<file path="src/rtl/audio_mem_slot.sv">
// Steals unused VRAM/TILEMEM cycles to service one audio mixer word fetch at a time.
// Optional wait-cycle statistics: define AUDIO_MEM_STALL_STATS_EN.
package xv;
  localparam int VRAM_W = 16;
  localparam int TILE_W = 13;
endpackage

// state | meaning
// IDLE  | no request in flight, waiting for audio_req_i
// WAIT  | request latched, waiting for a free cycle on the target memory
// ISSUE | select pulse with latched address on the target memory
// READ  | memory returns data this cycle, captured into audio_word_o
// ACK   | single-cycle completion strobe to the mixer
module audio_mem_slot #(
  parameter int STALL_W = 16
) (
  input  logic            clk,
  input  logic            reset_i,
  audio_mem_slot_if.slave bus
);
  localparam logic [2:0] S_IDLE  = 3'd0;
  localparam logic [2:0] S_WAIT  = 3'd1;
  localparam logic [2:0] S_ISSUE = 3'd2;
  localparam logic [2:0] S_READ  = 3'd3;
  localparam logic [2:0] S_ACK   = 3'd4;

  logic [2:0]            state;
  logic                  lat_tile;
  logic [xv::VRAM_W-1:0] lat_addr;
  logic                  ack_q;
  logic [15:0]           word_q;
  logic                  vram_sel_q;
  logic [xv::VRAM_W-1:0] vram_addr_q;
  logic                  tile_sel_q;
  logic [xv::TILE_W-1:0] tile_addr_q;
  logic                  mem_free;

  assign mem_free = lat_tile ? bus.tile_free_i : bus.vram_free_i;

  always_ff @(posedge clk or posedge reset_i) begin
    if (reset_i) begin
      state       <= S_IDLE;
      lat_tile    <= 1'b0;
      lat_addr    <= '0;
      ack_q       <= 1'b0;
      word_q      <= '0;
      vram_sel_q  <= 1'b0;
      vram_addr_q <= '0;
      tile_sel_q  <= 1'b0;
      tile_addr_q <= '0;
    end else begin
      ack_q      <= 1'b0;
      vram_sel_q <= 1'b0;
      tile_sel_q <= 1'b0;
      case (state)
        S_IDLE: begin
          if (bus.audio_req_i && !ack_q) begin
            lat_tile <= bus.audio_tile_i;
            lat_addr <= bus.audio_addr_i;
            state    <= S_WAIT;
          end
        end
        S_WAIT: begin
          // A withdrawn request wins over a free slot so an abort never touches memory.
          if (!bus.audio_req_i) begin
            state <= S_IDLE;
          end else if (mem_free) begin
            state <= S_ISSUE;
            if (lat_tile) begin
              tile_sel_q  <= 1'b1;
              tile_addr_q <= lat_addr[xv::TILE_W-1:0];
            end else begin
              vram_sel_q  <= 1'b1;
              vram_addr_q <= lat_addr;
            end
          end
        end
        S_ISSUE: state <= S_READ;
        S_READ: begin
          word_q <= lat_tile ? bus.tile_data_i : bus.vram_data_i;
          if (bus.audio_req_i) begin
            ack_q <= 1'b1;
            state <= S_ACK;
          end else begin
            state <= S_IDLE;
          end
        end
        S_ACK:   state <= S_IDLE;
        default: state <= S_IDLE;
      endcase
    end
  end

  assign bus.audio_ack_o  = ack_q;
  assign bus.audio_word_o = word_q;
  assign bus.vram_sel_o   = vram_sel_q;
  assign bus.vram_addr_o  = vram_addr_q;
  assign bus.tile_sel_o   = tile_sel_q;
  assign bus.tile_addr_o  = tile_addr_q;

`ifdef AUDIO_MEM_STALL_STATS_EN
  logic [STALL_W-1:0] stall_q;

  always_ff @(posedge clk or posedge reset_i) begin
    if (reset_i) begin
      stall_q <= '0;
    end else if (state == S_WAIT && !mem_free && stall_q != {STALL_W{1'b1}}) begin
      stall_q <= stall_q + 1'b1;
    end
  end

  assign bus.stall_count_o = stall_q;
`else
  assign bus.stall_count_o = '0;
`endif
endmodule

</file>
<file path="src/rtl/audio_mem_slot_if.sv">
// Audio mixer fetch port plus the VRAM/TILEMEM read-slot signals of audio_mem_slot.
// The slave modport is the slot itself; master is the mixer/memory side.
interface audio_mem_slot_if #(
  parameter int VRAM_W  = 16,
  parameter int TILE_W  = 13,
  parameter int STALL_W = 16
);
  logic               audio_req_i;
  logic               audio_tile_i;
  logic [VRAM_W-1:0]  audio_addr_i;
  logic               audio_ack_o;
  logic [15:0]        audio_word_o;
  logic               vram_free_i;
  logic               vram_sel_o;
  logic [VRAM_W-1:0]  vram_addr_o;
  logic [15:0]        vram_data_i;
  logic               tile_free_i;
  logic               tile_sel_o;
  logic [TILE_W-1:0]  tile_addr_o;
  logic [15:0]        tile_data_i;
  logic [STALL_W-1:0] stall_count_o;

  modport slave (
    input  audio_req_i, audio_tile_i, audio_addr_i,
    input  vram_free_i, vram_data_i, tile_free_i, tile_data_i,
    output audio_ack_o, audio_word_o, vram_sel_o, vram_addr_o,
    output tile_sel_o, tile_addr_o, stall_count_o
  );

  modport master (
    output audio_req_i, audio_tile_i, audio_addr_i,
    output vram_free_i, vram_data_i, tile_free_i, tile_data_i,
    input  audio_ack_o, audio_word_o, vram_sel_o, vram_addr_o,
    input  tile_sel_o, tile_addr_o, stall_count_o
  );
endinterface

</file>
<file path="src/flat_wrapper.sv">
// flat-port wrapper written by rule: the top's interface ports become plain ports
module audio_mem_slot_flat 
#(
  parameter int STALL_W = 16
)
  (clk, reset_i, bus_audio_req_i, bus_audio_tile_i, bus_audio_addr_i, bus_vram_free_i, bus_vram_data_i, bus_tile_free_i, bus_tile_data_i, bus_audio_ack_o, bus_audio_word_o, bus_vram_sel_o, bus_vram_addr_o, bus_tile_sel_o, bus_tile_addr_o, bus_stall_count_o);
  audio_mem_slot_if #(.VRAM_W(16), .TILE_W(13), .STALL_W(STALL_W)) bus_i ();
  input  logic clk;
  input  logic reset_i;
  input wire logic [$bits(bus_i.audio_req_i)-1:0] bus_audio_req_i;
  input wire logic [$bits(bus_i.audio_tile_i)-1:0] bus_audio_tile_i;
  input wire logic [$bits(bus_i.audio_addr_i)-1:0] bus_audio_addr_i;
  input wire logic [$bits(bus_i.vram_free_i)-1:0] bus_vram_free_i;
  input wire logic [$bits(bus_i.vram_data_i)-1:0] bus_vram_data_i;
  input wire logic [$bits(bus_i.tile_free_i)-1:0] bus_tile_free_i;
  input wire logic [$bits(bus_i.tile_data_i)-1:0] bus_tile_data_i;
  output wire logic [$bits(bus_i.audio_ack_o)-1:0] bus_audio_ack_o;
  output wire logic [$bits(bus_i.audio_word_o)-1:0] bus_audio_word_o;
  output wire logic [$bits(bus_i.vram_sel_o)-1:0] bus_vram_sel_o;
  output wire logic [$bits(bus_i.vram_addr_o)-1:0] bus_vram_addr_o;
  output wire logic [$bits(bus_i.tile_sel_o)-1:0] bus_tile_sel_o;
  output wire logic [$bits(bus_i.tile_addr_o)-1:0] bus_tile_addr_o;
  output wire logic [$bits(bus_i.stall_count_o)-1:0] bus_stall_count_o;
  assign bus_i.audio_req_i = bus_audio_req_i;
  assign bus_i.audio_tile_i = bus_audio_tile_i;
  assign bus_i.audio_addr_i = bus_audio_addr_i;
  assign bus_i.vram_free_i = bus_vram_free_i;
  assign bus_i.vram_data_i = bus_vram_data_i;
  assign bus_i.tile_free_i = bus_tile_free_i;
  assign bus_i.tile_data_i = bus_tile_data_i;
  assign bus_audio_ack_o = bus_i.audio_ack_o;
  assign bus_audio_word_o = bus_i.audio_word_o;
  assign bus_vram_sel_o = bus_i.vram_sel_o;
  assign bus_vram_addr_o = bus_i.vram_addr_o;
  assign bus_tile_sel_o = bus_i.tile_sel_o;
  assign bus_tile_addr_o = bus_i.tile_addr_o;
  assign bus_stall_count_o = bus_i.stall_count_o;
  audio_mem_slot #(.STALL_W(STALL_W)) u_core (.clk(clk), .reset_i(reset_i), .bus(bus_i));
endmodule
</file>
<file path="config.mk">
export PLATFORM = sky130hd
export DESIGN_NAME = audio_mem_slot_flat
export DESIGN_NICKNAME = d
export VERILOG_FILES = /design/src/rtl/audio_mem_slot.sv /design/src/rtl/audio_mem_slot_if.sv /design/src/flat_wrapper.sv
export SDC_FILE = /design/constraint.sdc
export NUM_CORES = 1
export LEC_CHECK = 0
export CORE_MARGIN = 4
export CORE_UTILIZATION = 35
export DETAILED_ROUTE_END_ITERATION = 6
export DONT_BUFFER_PORTS = 1
export RECOVER_POWER = 50
export SYNTH_ARGS = -nofsm -noshare
export SYNTH_HDL_FRONTEND = slang
export SYNTH_SLANG_ARGS = --single-unit
</file>
<file path="constraint.sdc">
create_clock -name clk -period 2.3 [get_ports clk]
set_clock_uncertainty 0.2 [all_clocks]
set_input_delay 0.46 -clock clk [delete_from_list [all_inputs] [get_ports clk]]
set_output_delay 0.46 -clock clk [all_outputs]
set_load 0.05 [all_outputs]
</file>
# [Word level (Yosys, flattened, before mapping)]
# Cells that the tools add are included.
[op_classes] n_eq_ne=5 muxes=17 bitwise_logic=1 reduce_logical=7
[ops] op="$mux W16" count=1
[ops] op="$mux W3" count=4
[ops] op="$pmux W3 S4" count=1
[ops] op="$mux W1" count=11
[ops] op="$reduce_and A4 Y1" count=2
[ops] op="$eq A3 B2 Y1 const B" count=2
[ops] op="$reduce_and A2 Y1" count=2
[ops] op="$eq A3 B1 Y1 const B" count=1
[ops] op="$logic_not A3 Y1" count=1
[ops] op="$ne A3 B2 Y1 const B" count=1
[ops] op="$ne A2 B1 Y1 const B" count=1
[ops] op="$logic_and A1 B1 Y1" count=1
[ops] op="$logic_not A1 Y1" count=1
[ops] op="$not A1 Y1" count=1
[totals] reg_bits=68 in_bits=54 output_inout_bits=64 elab_cells=39

# [Logic depth before layout (Yosys ltp)]
# Gate-level depths: netlist of run 1.
[depth] depth_word=4 depth_mapped=6 mapped_depth_nobuf=3

# [Worst setup path before layout of run 1]
# OpenSTA, ideal clock, no wires.
[synth_path] path_kind="reg-to-reg" start="register u_core.ack_q, in the netlist u_core.bus.audio_ack_o" end="register u_core.lat_addr[10] in the netlist's numbering" setup_time_ns=0.125 arrival_ns=1.668 required_time_ns=1.975 setup_slack_ns=0.307 stages_incl_launch_ff=4 path_buffers=1 synth_period_minus_slack_ns=1.993 cell_sequence="dfrtp_1 nor4_4 buf_2 mux2_2"
[synth_via] elab_chain_cells=3
[synth_lines] element="start: declaration" line_no="audio_mem_slot.sv:30" rtl="logic ack_q;"
[synth_lines] element="start signal: assignment" line_no="audio_mem_slot.sv:45" rtl="ack_q <= 1'b0;"
[synth_lines] element="start signal: assignment" line_no="audio_mem_slot.sv:52" rtl="ack_q <= 1'b0;"
[synth_lines] element="start signal: assignment" line_no="audio_mem_slot.sv:82" rtl="ack_q <= 1'b1;"
[synth_lines] element="$logic_not A1 Y1" line_no="audio_mem_slot.sv:57" rtl="if (bus.audio_req_i && !ack_q) begin"
[synth_lines] element="$logic_and A1 B1 Y1" line_no="audio_mem_slot.sv:57"
[synth_lines] element="$reduce_and A2 Y1 (no source line)"
[synth_lines] element="end signal: assignment" line_no="audio_mem_slot.sv:59" rtl="lat_addr <= bus.audio_addr_i;"
[synth_lines] element="end: declaration" line_no="audio_mem_slot.sv:29" rtl="logic [xv::VRAM_W-1:0] lat_addr;"
# Every way passes these cells.
# A chain may end at the register's enable or synchronous reset.

# [Worst setup path after layout of run 1]
[layout_path] start="register u_core.ack_q, in the netlist u_core.bus.audio_ack_o" end="output bus_audio_ack_o"
[layout_lines] element="end: declaration" line_no="flat_wrapper.sv:17" rtl="output wire logic [$bits(bus_i.audio_ack_o)-1:0] bus_audio_ack_o;"
# No word-level cell between the ends.

==> summary.txt, run 1 <==
Layout
  – Final layout net count: 273
  – P&R area growth vs syn: 9.27%
  – Fillers: roughly 750
  – Antenna Cells: 0
  – Reg area: ~0.0017 sq mm
  – Util after Layout: 0.402
  – Final instance area: ~0.0032 sq mm
  – Post-Layout Cell Count: 326
  – Footprint of the multi-input gates: 0.00105 sq mm
  – Layout cells sized above 1: 0.321

Logic synthesis
  – Area share of fa/ha/maj cells after synthesis: 0
  – Top FF cell, synth: dfrtp_1
  – Fraction of registers with async set/reset: 1.00
  – Synthesized area: 0.00290 sq mm
  – Main combinational cell family by area after synthesis: multiplexers
  – Post-Syn Instances: 211
  – Register bit total from synthesis: 68
  – Netlist cell types: 26
  – Synth Area per Inst: 13.8 sq um
  – Mux cell area share after synthesis: 0.249
  – Sequential area share after synthesis: 0.586
  – Post-synth EDFFs: 0
  – Synth Area in Simple Gates: 0.0565
  – Xor and xnor area share after synthesis: 0
  – Synth Warn #: 0
  – Compound-Gate Fraction of Synth Area: 0.0341

Floorplanning
  – Die Height: 99.1 um
  – Die area: 0.00981 sq mm
  – Initial core utilization: 0.368
  – Core ar.: 0.00789 sq mm
  – Die Wd: 99.1 um
  – Row cnt: 32
  – Top Ports: 118

Setup path
  – Crit Path Max Fanout: 2
  – Arr. time, crit path: 1.26 ns
  – Reg2Reg Depth: 3
  – Slowest CP cell: clkbuf_1
  – CP top delay family: buffers and inverters
  – Startpoint types: flop
  – Bufs and invs on worst path: 1
  – Worst path depth: 1
  – Critical Path End Type: output port
  – CP Class: reg -> out
  – Worst Path Required: 1.64 ns
  – Crit-path cells: clkbuf_1
  – Max incr delay on CP: 0.53 ns

Clock tree
  – Postcts setup bufs: 0
  – Clk root buf: clkbuf_8
  – Worst skew pair latency: 0.33 ns
  – CTS tree: done
  – TritonCTS Sinks: 68
  – Max Buffers Root-to-Sink: 2
  – H-tree depth: 3
  – Clock slew at reported path FFs: 0.07 ns
  – CTS buffer count: 9

Power and ir drop
  – Total Power: 5.68 mW
  – Worst vdd ir: between 0.0006 and 0.0007 V
  – Cell leakage power: 1.49 nW
  – Power per cell area: 1790 mW/mm^2

Place
  – DP Worst Slack: 0.401 ns
  – GP Congestion: 0.697
  – Port Buffers: 0
  – Post-DP HPWL: 3.90 mm
  – Post-DP Area: between 0.002 and 0.003 sq mm
  – Placed cells: ~300

Route
  – Starting DRT DRC Count: 21
  – Via count: 1545
  – Total wire length: 5.43 mm
  – # DRC: 0
  – Initial DRT Pass Iterations: 4
  – Drt wl/cell: 16.7 um
  – Final ANT Viol Nets: 0
  – Number of vias per cell: 4.74

STA
  – Final hold slack: 0.0551 ns
  – Period Utilization, post-route: 0.834
  – Setup TNS: 0 ns
  – Final setup vio count: 0
  – Minimum clock period: 1.92 ns
  – Worst-Margin Slew: 1.02 ns
  – Slew Viols, Final: 0
  – Max-slew headroom: 0.316
  – Fin worst setup slack: ~0.38 ns
  – Fmax achieved: approximately 520 MHz
  – Fin. Hold Viols: 0
  – RSZ-0062 raised after global routing: false

Min path
  – Worst min path class: in -> reg
  – Hold Path Depth: 2

Job
  – Maxcap violations: 0

Global route
  – GR Overflow Total: 0
  – Vias in the first global route: roughly 1600
  – GRT Util Overall: 0.113
  – Largest net degree at the start of global routing: 48
  – First-pass GRT wire length: 8.49 mm
  – Initial antenna violation count: 0

Status
  – Outcome: finished, final reports clean
[layout by cell type (no fill, tap or decap), types with 2 or more instances in the layout]
cell type / count
conb_1: 16
nand3b_1: 2
o21ai_0: 16
clkinv_2: 2
inv_1: 4
mux2_2: 37
clkbuf_1: 2
nor2_1: 2
buf_4: 4
clkbuf_8: 11
dfrtp_1: 68
mux2_4: 9
mux2i_1: 17
nand2_1: 17
[kinds of logic after synthesis]
logic type | after synthesis
DFF | 68
muxes | 63
buffers and inverters | 31
and+or+nand+nor | 29
AOI/OAI and AO/OA | 19
other | 1
[path summary, 6_finish.rpt]
path | slack, ns | start | to
setup reg to reg | 0.40 | u_core.state[1] | u_core.bus.vram_addr_o[2]
max in group asynchronous | 0.62 | reset_i | u_core.bus.tile_addr_o[9]
hold reg to reg | 0.30 | u_core.lat_addr[15] | u_core.bus.vram_addr_o[15]
setup / recovery | 0.38 | u_core.bus.audio_ack_o | bus_audio_ack_o
hold / removal | 0.06 | bus_audio_req_i | u_core.bus.audio_ack_o
min in group asynchronous | 0.56 | reset_i | u_core.bus.audio_word_o[7]
[cells in the mapped netlist, types with 2 or more instances]
master	instances	area, sq um
mux2_2	37	417
dfrtp_1	68	1700
clkbuf_1	3	11.3
nand2_1	17	63.8
nand3b_1	2	15.0
mux2_4	9	135
inv_1	5	18.8
buf_2	3	15.0
buf_4	18	135
mux2i_1	17	170
o21ai_0	16	80.1
nor2_1	2	7.51
[area by class of cell]
cell class	count	area share
Clock buffer	12	0.0489
Clock inverter	4	0.0150
Inverter	5	0.00631
Multi-Input combinational cell	127	0.331
Sequential cell	68	0.537
Tap cell	102	0.0403
Timing Repair Buffer	8	0.0217
[metal layers]
metal | track usage | vias to the layer above | part of all wire
met5 | 0 | - | 0
met4 | 0.0630 | 0 | 0.021
met3 | 0.0538 | 12 | 0.12
met2 | 0.169 | 97 | 0.45
met1 | 0.134 | 734 | 0.40
li1 | - | 702 | -
[what timing repair did]
action	in CTS	in global routing
resized for setup	0	0
endpoints found under the setup margin	0	0
endpoints found under the hold margin	21	0
hold buffers	1	0
[power by group]
group	internal (mW)	switching (mW)	total, mW
logic	0.646	0.474	1.12
clock network	0.557	0.441	0.997
registers	1.74	1.82	3.56
total	2.94	2.74	5.68
[state kept, by name (all words and copies together) (netlist names)]
signal                   flops
u_core.state                 3
u_core.bus.tile_addr_o      13
u_core.bus.audio_ack_o       1
u_core.bus.audio_word_o     16
u_core.lat_addr             16
u_core.bus.vram_addr_o      16
u_core.bus.tile_sel_o        1
u_core.lat_tile              1
u_core.bus.vram_sel_o        1
Note: power is estimated with default switching activity, not from simulation.
==> run 2: changes to the inputs <==
==> constraint.sdc (replaced) <==
create_clock -name clk -period 1.94 [get_ports clk]
set_clock_uncertainty 0.2 [all_clocks]
set_input_delay 0.388 -clock clk [delete_from_list [all_inputs] [get_ports clk]]
set_output_delay 0.388 -clock clk [all_outputs]
set_load 0.05 [all_outputs]
==> run 2 against run 1 <==
Net effect: wire length up 2.4%; cell area up 6.9%; first-iteration DRC count grew to 2.6 times the previous value; worst hold slack worse by 0.020 ns; sequential power rose by 18%; final cell count rose by 6.4%; sequential share of layout area is 3.5 points lower; non-clock buffer count increased by 21; count of clock-buffer cells in the layout is the same; critical path depth up 2; critical endpoint is now u_core.bus.vram_addr_o[1]; largest cell class unchanged.
==> summary.txt, run 2 (synthesis gave the netlist of run 1 again) <==
Status
  – Outcome: finished, final reports clean

Floorplanning
  – Initial core utilization: 0.368 (unchanged)
  – Die Height: 99.1 um (unchanged)
  – Row cnt: 32 (unchanged)
  – Die area: 0.00981 sq mm (unchanged)
  – Top Ports: 118 (unchanged)
  – Die Wd: 99.1 um (unchanged)
  – Core ar.: 0.00789 sq mm (unchanged)

Setup path
  – Arr. time, crit path: 1.91 ns (+0.65 ns)
  – CP Class: reg -> reg
  – Startpoint types: flop
  – Worst Path Required: 1.96 ns (+0.32 ns)
  – Critical Path End Type: flop
  – Crit Path Max Fanout: 17 (+15)
  – Reg2reg end: u_core.bus.vram_addr_o[1]
  – Reg2Reg Depth: 3 (unchanged)
  – Reg2reg start: u_core.state[1]
  – Worst R2R Setup Slack: 0.05 ns (-0.35 ns)

Route
  – Total wire length: 5.56 mm (+2.4%)
  – Number of vias per cell: 4.68 (-1.2%)
  – Drt wl/cell: 16.0 um (-3.8%)
  – Via count: 1625 (+5.2%)
  – Initial DRT Pass Iterations: 4 (unchanged)
  – Final ANT Viol Nets: 0 (unchanged)
  – # DRC: 0 (unchanged)
  – Starting DRT DRC Count: 55 (+160%)

Global route
  – GRT Util Overall: 0.115 (+0.00169)
  – First-pass GRT wire length: 8.76 mm (+3.2%)
  – Vias in the first global route: 1701 (+4.8%)
  – Largest net degree at the start of global routing: 69 (+44%)
  – Initial antenna violation count: 0 (unchanged)
  – GR Overflow Total: 0 (unchanged)

Clock tree
  – H-tree depth: 3 (unchanged)
  – Clk root buf: clkbuf_8
  – Worst skew pair latency: 0.33 ns (about the same)
  – Postcts setup bufs: 0 (unchanged)
  – Max Buffers Root-to-Sink: 2 (unchanged)
  – Clock slew at reported path FFs: 0.07 ns (about the same)
  – CTS tree: done
  – CTS buffer count: 9 (unchanged)
  – Post-CTS Resized: 0 (unchanged)
  – Cts-stage hold buffer count: 19 (+18)
  – TritonCTS Sinks: 68 (unchanged)

STA
  – Final setup vio count: 0 (unchanged)
  – Period Utilization, post-route: 0.976
  – Max-slew headroom: 0.395 (+0.0793)
  – Worst-Margin Slew: 0.907 ns (-0.113 ns)
  – Setup TNS: 0 ns (unchanged)
  – Minimum clock period: 1.89 ns
  – Slew Viols, Final: 0 (unchanged)
  – Fmax achieved: approximately 530 MHz
  – RSZ-0062 raised after global routing: false
  – Fin. Hold Viols: 0 (unchanged)

Layout
  – Footprint of the multi-input gates: 0.00105 sq mm (unchanged)
  – Fillers: 723 (-4.0%)
  – Most frequent cells in the layout: 68 x dfrtp_1, 37 x mux2_2, 19 x dlygate4sd3_1
  – P&R area growth vs syn: 16.9%
  – Reg area: 0.00170 sq mm (unchanged)
  – Antenna Cells: 0 (unchanged)
  – Layout cells sized above 1: 0.302 (-0.0194)
  – Final instance area: 0.00339 sq mm (+6.9%)
  – Final layout net count: 294 (+7.7%)
  – Commonest non-fill, non-tap cell in the layout: dfrtp_1

Place
  – Port Buffers: 0 (unchanged)
  – GP Congestion: 0.758 (+8.7%)
  – Post-DP HPWL: 3.86 mm (-0.88%)
  – Post-DP Area: 0.00300 sq mm (+1.2%)

Min path
  – Worst min path class: in -> reg
  – Hold EP: u_core.state[0]
  – Hold Path Depth: 2 (unchanged)
  – Worst hold start: bus_audio_req_i

Job
  – Maxcap violations: 0 (unchanged)

Power and ir drop
  – Worst vdd ir: 0.000854 V (+31%)
  – Cell leakage power: 1.58 nW (+6.2%)
  – Total Power: 6.90 mW (+22%)
  – Power per cell area: 2040 mW/mm^2 (+14%)
## run 2: cell types whose count changed in the layout (fill, tap and decap cells not counted)
| cell | before | now |
|---|---|---|
| clkinv_2 | 2 | 1 |
| clkbuf_1 | 2 | 3 |
| clkinvlp_4 | 1 | 2 |
| clkbuf_8 | 11 | 10 |
| bufinv_16 | 1 | 2 |
| clkinvlp_2 | 1 | 0 |
| dlygate4sd3_1 | 1 | 19 |
| buf_4 | 4 | 6 |
| clkbuf_4 | 0 | 1 |
## run 2: critical path: stages (launching register included)
cell      delay (ns)
dfrtp_1         0.41
nand2b_4        0.15
or4_4           0.66
mux2_4          0.35
## run 2: how the worst max path moves through the flow
stage / depth (start not counted) / startpoint / to / slack, ns
CTS: 3 / u_core.state[1] / u_core.bus.vram_addr_o[3] / 0.04
finish: 3 / u_core.state[1] / u_core.bus.vram_addr_o[1] / 0.05
global placement: 3 / u_core.state[1] / u_core.bus.vram_addr_o[1] / 0.08
floorplan: 3 / u_core.bus.audio_ack_o / u_core.lat_addr[10] / 0.02
detailed placement: 3 / u_core.state[1] / u_core.bus.vram_addr_o[1] / 0.05
global route: 3 / u_core.state[1] / u_core.bus.vram_addr_o[1] / 0.001
## run 2: metrics by stage
step	setup WS [ns]	hold slack [ns]	instances	util
final	0.0473	0.0355	347	0.430
after global routing	0.000983	0.0159	347	0.430
after CTS	0.0352	0.00938	347	0.432
after detailed placement	0.0503	0.189	312	0.381
after global placement	0.0819	0.187	312	0.381
after floorplan	0.0213	0.277	226	-
## run 2: cell type report
| type | count | share of cell area |
|---|---|---|
| clock buffer | 12 | 0.0428 |
| clock inverter | 4 | 0.0214 |
| inverter | 5 | 0.00664 |
| multi-input combinational | 127 | 0.310 |
| sequential | 68 | 0.502 |
| tap | 102 | 0.0376 |
| timing repair buffer | 29 | 0.0801 |
## run 2: power breakdown
group          switching (mW)  internal (mW)  leakage [nW]
registers                2.14           2.06         0.830
clock network           0.513          0.758         0.107
logic                   0.610          0.816         0.648
total                    3.27           3.63          1.58
## run 2: per-layer routing
layer,vias up,track usage,routed length [um]
met5,-,0,0
met4,0,0.0536,78
met3,7,0.0531,685
met2,97,0.165,2410
met1,774,0.147,2390
li1,747,-,-
==> run 3: changes to the inputs <==
--- a/config.mk
+++ b/config.mk
@@ -9,7 +9,9 @@
 export CORE_UTILIZATION = 35
 export DETAILED_ROUTE_END_ITERATION = 6
 export DONT_BUFFER_PORTS = 1
+export PLACE_DENSITY = 0.49
 export RECOVER_POWER = 50
+export SKIP_LAST_GASP = 1
 export SYNTH_ARGS = -nofsm -noshare
 export SYNTH_HDL_FRONTEND = slang
 export SYNTH_SLANG_ARGS = --single-unit
==> run 3 against run 2 <==
Net effect: count of clock-buffer cells in the layout down 3; worst hold slack better by 0.020 ns; sequential share of layout area up 0.41 points; register-to-register slack about the same; largest power group unchanged; critical endpoint is now u_core.bus.vram_addr_o[6].
==> summary.txt, run 3 (synthesis gave the netlist of run 1 again) <==
Route
  – Initial DRT Pass Iterations: 4 (unchanged)
  – Drt wl/cell: 15.8 um (-1.3%)
  – # DRC: 0 (unchanged)
  – Final ANT Viol Nets: 0 (unchanged)
  – Total wire length: 5.49 mm (-1.3%)
  – Starting DRT DRC Count: 21 (-62%)
  – Via count: 1612 (-0.80%)
  – Number of vias per cell: 4.65 (-0.80%)

STA
  – Period Utilization, post-route: 0.969 (-0.00701)
  – RSZ-0062 raised after global routing: true
  – Final setup vio count: 0 (unchanged)
  – Fin worst setup slack: 0.0609 ns (+0.0136 ns)
  – Setup TNS: 0 ns (unchanged)
  – Slew Viols, Final: 0 (unchanged)
  – Fin. Hold Viols: 0 (unchanged)
  – Minimum clock period: 1.88 ns (-0.0136 ns)
  – Max-slew headroom: 0.371 (-0.0239)
  – Worst-Margin Slew: 0.943 ns (+0.0358 ns)
  – Fmax achieved: 532 MHz (+0.72%)

Floorplanning
  – Top Ports: 118 (unchanged)
  – Die Wd: 99.1 um (unchanged)
  – Die Height: 99.1 um (unchanged)
  – Die area: 0.00981 sq mm (unchanged)
  – Core ar.: 0.00789 sq mm (unchanged)
  – Row cnt: 32 (unchanged)
  – Initial core utilization: 0.368 (unchanged)

Setup path
  – Critical Path End Type: flop
  – Max incr delay on CP: 0.66 ns (about the same)
  – Worst path depth: 3 (unchanged)
  – Startpoint types: flop
  – CP Class: reg -> reg
  – Worst Path Required: 1.96 ns (about the same)
  – Slowest CP cell: or4_4
  – Crit Path Max Fanout: 17 (unchanged)
  – CP top delay family: simple AND/OR/NAND/NOR gates
  – Crit-path cells: nand2b_4, or4_4, mux2_4
  – Bufs and invs on worst path: 0 (unchanged)
  – Reg2Reg Depth: 3 (unchanged)
  – Arr. time, crit path: 1.89 ns (-0.02 ns)

Place
  – Placed cells: 314 (+0.64%)
  – GP Congestion: 0.718 (-5.2%)
  – Port Buffers: 0 (unchanged)
  – Post-DP HPWL: 3.84 mm (-0.71%)
  – DP Worst Slack: 0.0605 ns (+0.0102 ns)

Min path
  – Hold Path Depth: 2 (unchanged)
  – Worst min path class: in -> reg

Global route
  – GR Overflow Total: 0 (unchanged)
  – Initial antenna violation count: 0 (unchanged)
  – Vias in the first global route: 1601 (-5.9%)
  – Largest net degree at the start of global routing: 44 (-36%)
  – GRT Util Overall: 0.110 (-0.00518)
  – First-pass GRT wire length: 8.31 mm (-5.2%)

Power and ir drop
  – Total Power: 6.72 mW (-2.6%)
  – Switching part of the total: 0.484 (+0.0109)
  – Cell leakage power: 1.57 nW (-0.70%)
  – Switch Pwr: 3.26 mW (-0.36%)
  – Clk pwr share: 0.163 (-0.021)
  – Logic pwr share: 0.213 (+0.006)
  – Worst vdd ir: 0.000636 V (-26%)
  – Sequential share of power: 0.624 (+0.015)
  – Pint: 3.47 mW (-4.6%)
  – Power per cell area: 2000 mW/mm^2 (-1.8%)

Layout
  – P&R area growth vs syn: 15.9%
  – Commonest non-fill, non-tap cell in the layout: dfrtp_1
  – Antenna Cells: 0 (unchanged)
  – Layout cells sized above 1: 0.310 (+0.00816)
  – Post-Layout Cell Count: 347 (unchanged)
  – Most frequent cells in the layout: 68 x dfrtp_1, 37 x mux2_2, 19 x dlygate4sd3_1
  – Final layout net count: 296 (+0.68%)

Clock tree
  – Clk root buf: clkbuf_8
  – CTS buffer count: 9 (unchanged)
  – Postcts setup bufs: 0 (unchanged)
  – Clock slew at reported path FFs: 0.07 ns (about the same)
  – H-tree depth: 3 (unchanged)
  – Worst skew pair latency: 0.33 ns (about the same)
  – Max Buffers Root-to-Sink: 2 (unchanged)
  – TritonCTS Sinks: 68 (unchanged)
  – CTS tree: done

Job
  – Maxcap violations: 0 (unchanged)

Status
  – Outcome: finished, final reports clean
run 3: cell count changes in the layout (fill, tap and decap cells not counted), sizes merged:
cell,delta
buf,+1
bufinv,-1
clkbuf,-2
clkinv,+1
clkinvlp,+1
run 3: repair_timing:
action / 4_1_cts / 5_1_grt
resized for setup: 0 / 1
hold buffers: 19 / 0
endpoints found under the setup margin: 0 / 5
endpoints found under the hold margin: 88 / 0
run 3: area by class of cell:
class	instances	area, sq um
clock buffers	9	124
inverters	5	22.5
fillers	751	4520
well taps	102	128
multi-input cells	127	1050
flip-flops and latches	68	1700
clock inverters	5	55.1
repair buffers	31	283
run 3: path summary, 6_finish.rpt:
kind | start | slack [ns] | to
min in group asynchronous | reset_i | 0.52 | u_core.bus.audio_word_o[6]
setup reg to reg | u_core.state[1] | 0.06 | u_core.bus.vram_addr_o[6]
hold / removal | bus_vram_data_i[11] | 0.06 | u_core.bus.audio_word_o[11]
setup / recovery | u_core.state[1] | 0.06 | u_core.bus.vram_addr_o[6]
max in group asynchronous | reset_i | 0.29 | u_core.lat_addr[6]
hold reg to reg | u_core.lat_addr[14] | 0.31 | u_core.bus.vram_addr_o[14]
run 3: metal layers:
layer / part of all wire / track usage / up-vias
met1: 0.42 / 0.141 / 766
met2: 0.45 / 0.164 / 86
met4: 0.012 / 0.0536 / 0
li1: - / - / 751
met5: 0 / 0 / -
met3: 0.12 / 0.0403 / 9
run 3: stage by stage:
stage / hold WS, ns / area (sq um) / util
6_report: 0.0557 / 3360 / 0.426
5_1_grt: 0.0485 / 3360 / 0.426
4_1_cts: 0.0377 / 3370 / 0.428
3_5_place_dp: 0.176 / 3000 / 0.381
3_3_place_gp: 0.171 / 3000 / 0.381
2_1_floorplan: 0.277 / 2960 / -
run 3: power groups by stage:
stage	clock network [mW]	logic, mW	registers, mW
floorplan	0	1.24	4.08
global placement	0	1.40	4.24
detailed placement	0	1.44	4.24
CTS	1.14	1.46	4.22
global route	1.19	1.58	4.29
finish	1.10	1.43	4.19
